===== src/rtl/spi_rx_module.sv =====
// SPI receive path: shifts MISO in MSB first on each SCK rising-edge pulse and
// queues completed bytes in a small first-word-fall-through FIFO.
module spi_rx_module #(
  parameter int FIFO_DEPTH = 2
) (
  input  logic       CLK,
  input  logic       RSTn,
  input  logic       MISO,
  input  logic       En,
  input  logic       L2H_Sig,
  input  logic       Rd_En,
  input  logic       Clr_Ovr,
  output logic       Busy_Sig,
  output logic       Done_Sig,
  output logic [7:0] Data,
  output logic       Empty_Sig,
  output logic       Full_Sig,
  output logic       Overrun_Sig,
  output logic [1:0] Sta_Dbg
);

  localparam int PW = (FIFO_DEPTH > 1) ? $clog2(FIFO_DEPTH) : 1;
  localparam int CW = PW + 1;

  localparam logic [1:0] IDLE  = 2'd0;
  localparam logic [1:0] SHIFT = 2'd1;
  localparam logic [1:0] DONE  = 2'd2;

  logic [1:0]    sta;
  logic [7:0]    shift_reg;
  logic [2:0]    bit_cnt;

  logic [7:0]    mem [FIFO_DEPTH];
  logic [PW-1:0] wr_ptr;
  logic [PW-1:0] rd_ptr;
  logic [PW-1:0] rd_ptr_n;
  logic [CW-1:0] count;
  logic [CW-1:0] count_n;
  logic          push;
  logic          pop;
  logic          full;
  logic          push_ok;
  logic          ovr_evt;
  logic [7:0]    head_n;

  // Byte assembly FSM; L2H_Sig only matters in SHIFT, En only in IDLE.
  always_ff @(posedge CLK) begin
    if (!RSTn) begin
      sta       <= IDLE;
      shift_reg <= 8'h00;
      bit_cnt   <= 3'd0;
    end else begin
      case (sta)
        IDLE: begin
          if (En) begin
            sta     <= SHIFT;
            bit_cnt <= 3'd0;
          end
        end
        SHIFT: begin
          if (L2H_Sig) begin
            shift_reg <= {shift_reg[6:0], MISO};
            bit_cnt   <= bit_cnt + 3'd1;
            if (bit_cnt == 3'd7) sta <= DONE;
          end
        end
        DONE:    sta <= IDLE;
        default: sta <= IDLE;
      endcase
    end
  end

  assign Busy_Sig = (sta != IDLE);
  assign Done_Sig = (sta == DONE);
  assign Sta_Dbg  = sta;

  // A pop frees the slot in the same cycle, so a push onto a full FIFO
  // coinciding with a read is accepted.
  always_comb begin
    push     = (sta == DONE);
    pop      = Rd_En && (count != '0);
    full     = (count == CW'(FIFO_DEPTH));
    push_ok  = push && (!full || pop);
    ovr_evt  = push && full && !pop;
    rd_ptr_n = pop ? rd_ptr + PW'(1) : rd_ptr;
    count_n  = count;
    if (push_ok && !pop)      count_n = count + CW'(1);
    else if (!push_ok && pop) count_n = count - CW'(1);
    head_n   = (push_ok && (rd_ptr_n == wr_ptr)) ? shift_reg : mem[rd_ptr_n];
  end

  always_ff @(posedge CLK) begin
    if (RSTn && push_ok) mem[wr_ptr] <= shift_reg;
  end

  // Data is a registered copy of the next head; it holds when the FIFO drains.
  always_ff @(posedge CLK) begin
    if (!RSTn) begin
      wr_ptr      <= '0;
      rd_ptr      <= '0;
      count       <= '0;
      Data        <= 8'h00;
      Overrun_Sig <= 1'b0;
    end else begin
      if (push_ok) wr_ptr <= wr_ptr + PW'(1);
      rd_ptr <= rd_ptr_n;
      count  <= count_n;
      if (count_n != '0) Data <= head_n;
      if (ovr_evt)      Overrun_Sig <= 1'b1;
      else if (Clr_Ovr) Overrun_Sig <= 1'b0;
    end
  end

  assign Empty_Sig = (count == '0);
  assign Full_Sig  = full;

endmodule


===== config.mk =====
export PLATFORM = sky130hd
export DESIGN_NAME = spi_rx_module
export DESIGN_NICKNAME = d
export VERILOG_FILES = /design/src/rtl/spi_rx_module.sv
export SDC_FILE = /design/constraint.sdc
export NUM_CORES = 1
export LEC_CHECK = 0
export BUFFER_PORTS_ARGS = -buffer_cell sky130_fd_sc_hd__buf_4
export CELL_PAD_IN_SITES_DETAIL_PLACEMENT = 0
export CELL_PAD_IN_SITES_GLOBAL_PLACEMENT = 1
export CORE_ASPECT_RATIO = 0.6
export CORE_UTILIZATION = 35
export DETAILED_ROUTE_END_ITERATION = 7
export PLACE_DENSITY = 0.74
export SLEW_MARGIN = 20
export SYNTH_ARGS = -nofsm -noshare
export SYNTH_HDL_FRONTEND = slang
export SYNTH_SLANG_ARGS = --single-unit

===== constraint.sdc =====
create_clock -name CLK -period 5.5 [get_ports CLK]
set_clock_uncertainty 0.05 [all_clocks]
set_input_delay 1.1 -clock CLK [delete_from_list [all_inputs] [get_ports CLK]]
set_output_delay 1.1 -clock CLK [all_outputs]
set_load 0.1 [all_outputs]

==> impl_results.md <==
* Outcome: finished clean
* Area contributors post-synth: dfxtp_1, edfxtp_1, o221a_1, nand2_1, a22o_1
* Root Driver: clkbuf_8
* Number of H-tree levels at 2
* Core area at 4780 µm²
* Cts hold-fix bufs at 0
* Main combinational cell family by area after synthesis: compound AO/OA/AOI/OAI gates
* DP HPWL at 2650 µm
* Delay-heaviest family, CP: compound AO/OA/AOI/OAI gates
* Slew margin rel. at 0.508
* Commonest non-fill, non-tap cell in the layout: dfxtp_1
* Gate Count Post-Synth at 158
* First-pass GRT wire length at approximately 6000 µm
* Final wirelength at ~3700 µm
* Proportion of layout cells with a drive suffix above 1 at 0.214
* Setup Total Neg Slack at 0 ns
* Mux share of post-synthesis cell area at 0.0242
* Port bufs at 21
* Compound-Gate Fraction of Synth Area at 0.182
* Synth Area in Simple Gates at 0.160
* Filler Cell Count at 447
* Grt ovf at 0
* WL/cell at 15.3 µm
* Antenna violation net count after detailed routing at 0
* Worst Max-Slew Pin Slew at 0.735 ns
* Ys async rst share at 0
* Netlist Area Pre-Place at around 1800 µm²
* Final hold slack at 0.437 ns
* Final min period at 2.72 ns
* Warnings, synthesis at 0
* Setup-failing EPs final at 0
* CP Cell Sequence: buf_4 -> inv_2 -> a2111oi_4 -> mux2i_2 -> o221a_1 -> a22o_1
* CP bufs+invs at 2
* Worst hold path type: flop to flop
* Post-Syn Nets at 169
* Die Y-Extent at 57.7 µm
* Commonest cells after routing, fill and taps aside: dfxtp_1, buf_4, nand2_1, edfxtp_1, nor2_1
* Layout net count at about 190
* CTS tree: built
* Peak supply drop at approximately 0.0001 V
* Synthesized area per cell at 11.5 µm²
* Die Span X at 94.9 µm
* P per Cell Area at 373 nW/µm²
* GRT Overall Usage at 0.152
* Crit path largest cell delay at 0.70 ns
* Sequential-to-total area share from yosys stat at 0.553
* Vias in the first global route at 1214
* Synth Register Bits at 42
* Residual DRC count at 0
* Clk_lat worst skew at 0.29 ns
* Post-Synth XOR/XNOR Area at 0.0249
* Place WS at between 2 and 2.5 ns
* Initial Utilization at 0.379
* Critical Path Sink Type: flop
* Diode count at 0
* Yosys top cell by area: dfxtp_1
* Tot Pwr at 0.785 mW
* Clock Sink Count at 42
* IO Pins at 22
* Unrepaired setup endpoints after global routing: false
* Vias at ~1300
* Fmax at about 370 MHz
* Pins over their slew limit at 0
* Setup ws final at 2.78 ns
* Post-synth EDFFs at 16
* Post-CTS Setup Bufs at 0
* Primary FF master, synth: dfxtp_1
* Number of max-cap violations at 0
* First drt pass iteration count at 4
* Startpoint types: input port
* Worst Path Required at 5.64 ns
* Die area at 5470 µm²
* Final hold vios at 0
* Critical-path top delay cell: a2111oi_4
* Vias per Instance at ~5.3
* Post-CTS Resized at 0
* Part of the cycle the worst path needs at 0.494
* Crit-path max FO at 19
* Max FFs per register at 16
* Distinct cells, synth at 43
* P_leak at 0.805 nW
* Num CTS Buffers at 5
* Site Rows at 19
* Largest net degree at the start of global routing at 20
* Worst-case clock buffer depth at 2
* Yosys top cell area share at 0.287
* Clock Pin Slew Worst Setup and Hold Paths at 0.08 ns
* CP Class: input port to flop
* First-iteration detailed-routing DRC count at 54
* Adder-cell area share of the yosys netlist at 0.0276
* Gpl congestion at 0.803
* Initial antenna violation count at 0
* Crit path DAT at 2.86 ns
* Area Overhead vs Synth at 16.2%
synth_stat cells, types with 2 or more instances:
library cell  count
a22o_1            7
xnor2_1           2
ha_1              4
or3_1             7
clkbuf_1          2
mux2i_1           3
a21oi_2           2
nand2_1          19
dfxtp_1          26
o221a_1           7
nand2b_1          2
a22oi_1           2
a21oi_1          11
and3_1            4
inv_1             5
edfxtp_1         16
nor2_1           12
nor3_1            2
power by group:
part / internal, mW / switching [mW]
Combinational: 0.0681 / 0.176
Clock: 0.0869 / 0.104
Sequential: 0.337 / 0.0123
per-layer routing:
| metal | global-route usage | vias up | wire (µm) |
|---|---|---|---|
| met4 | 0.0584 | 0 | 47 |
| met3 | 0.0433 | 7 | 183 |
| met1 | 0.223 | 647 | 2000 |
| met5 | 0 | - | 0 |
| li1 | - | 626 | - |
| met2 | 0.211 | 27 | 1510 |
cells by family after synthesis:
family,Yosys count
buf+inv,11
flops,42
fa+ha+maj,4
mux,4
compound gates,38
xor+xnor,3
simple gates,56
final cells by class:
type | count | area [µm²] | share of cell area
sequential | 42 | 1000 | 0.476
multi-input combinational | 105 | 758 | 0.360
clock buffer | 5 | 68.8 | 0.0327
clock inverter | 3 | 16.3 | 0.00773
inverter | 6 | 22.5 | 0.0107
tap | 63 | 78.8 | 0.0375
timing repair buffer | 21 | 158 | 0.0750
final timing paths:
check                 from      end  slack (ns)  cells after the start
setup / recovery      RSTn  Data[3]        2.78                      6
hold / removal     Data[0]  Data[0]        0.44                      1
setup reg to reg  count[0]  Data[3]        2.84                      7
hold reg to reg    Data[0]  Data[0]        0.44                      1
worst register-to-register path: stages (launching register included):
cell	delay (ns)
dfxtp_1	0.40
inv_1	0.09
ha_1	0.23
nand2b_2	0.29
a2111oi_4	0.72
mux2i_2	0.28
o221a_1	0.32
a22o_1	0.19
metrics by stage:
stage | area [µm²] | util | instances
2_1_floorplan | 1810 | - | 158
4_1_cts | 2100 | 0.440 | 245
6_report | 2100 | 0.440 | 245
3_5_place_dp | 2020 | 0.422 | 237
5_1_grt | 2100 | 0.440 | 245
3_3_place_gp | 2020 | 0.422 | 237
Note: power is estimated with default switching activity, not from simulation.
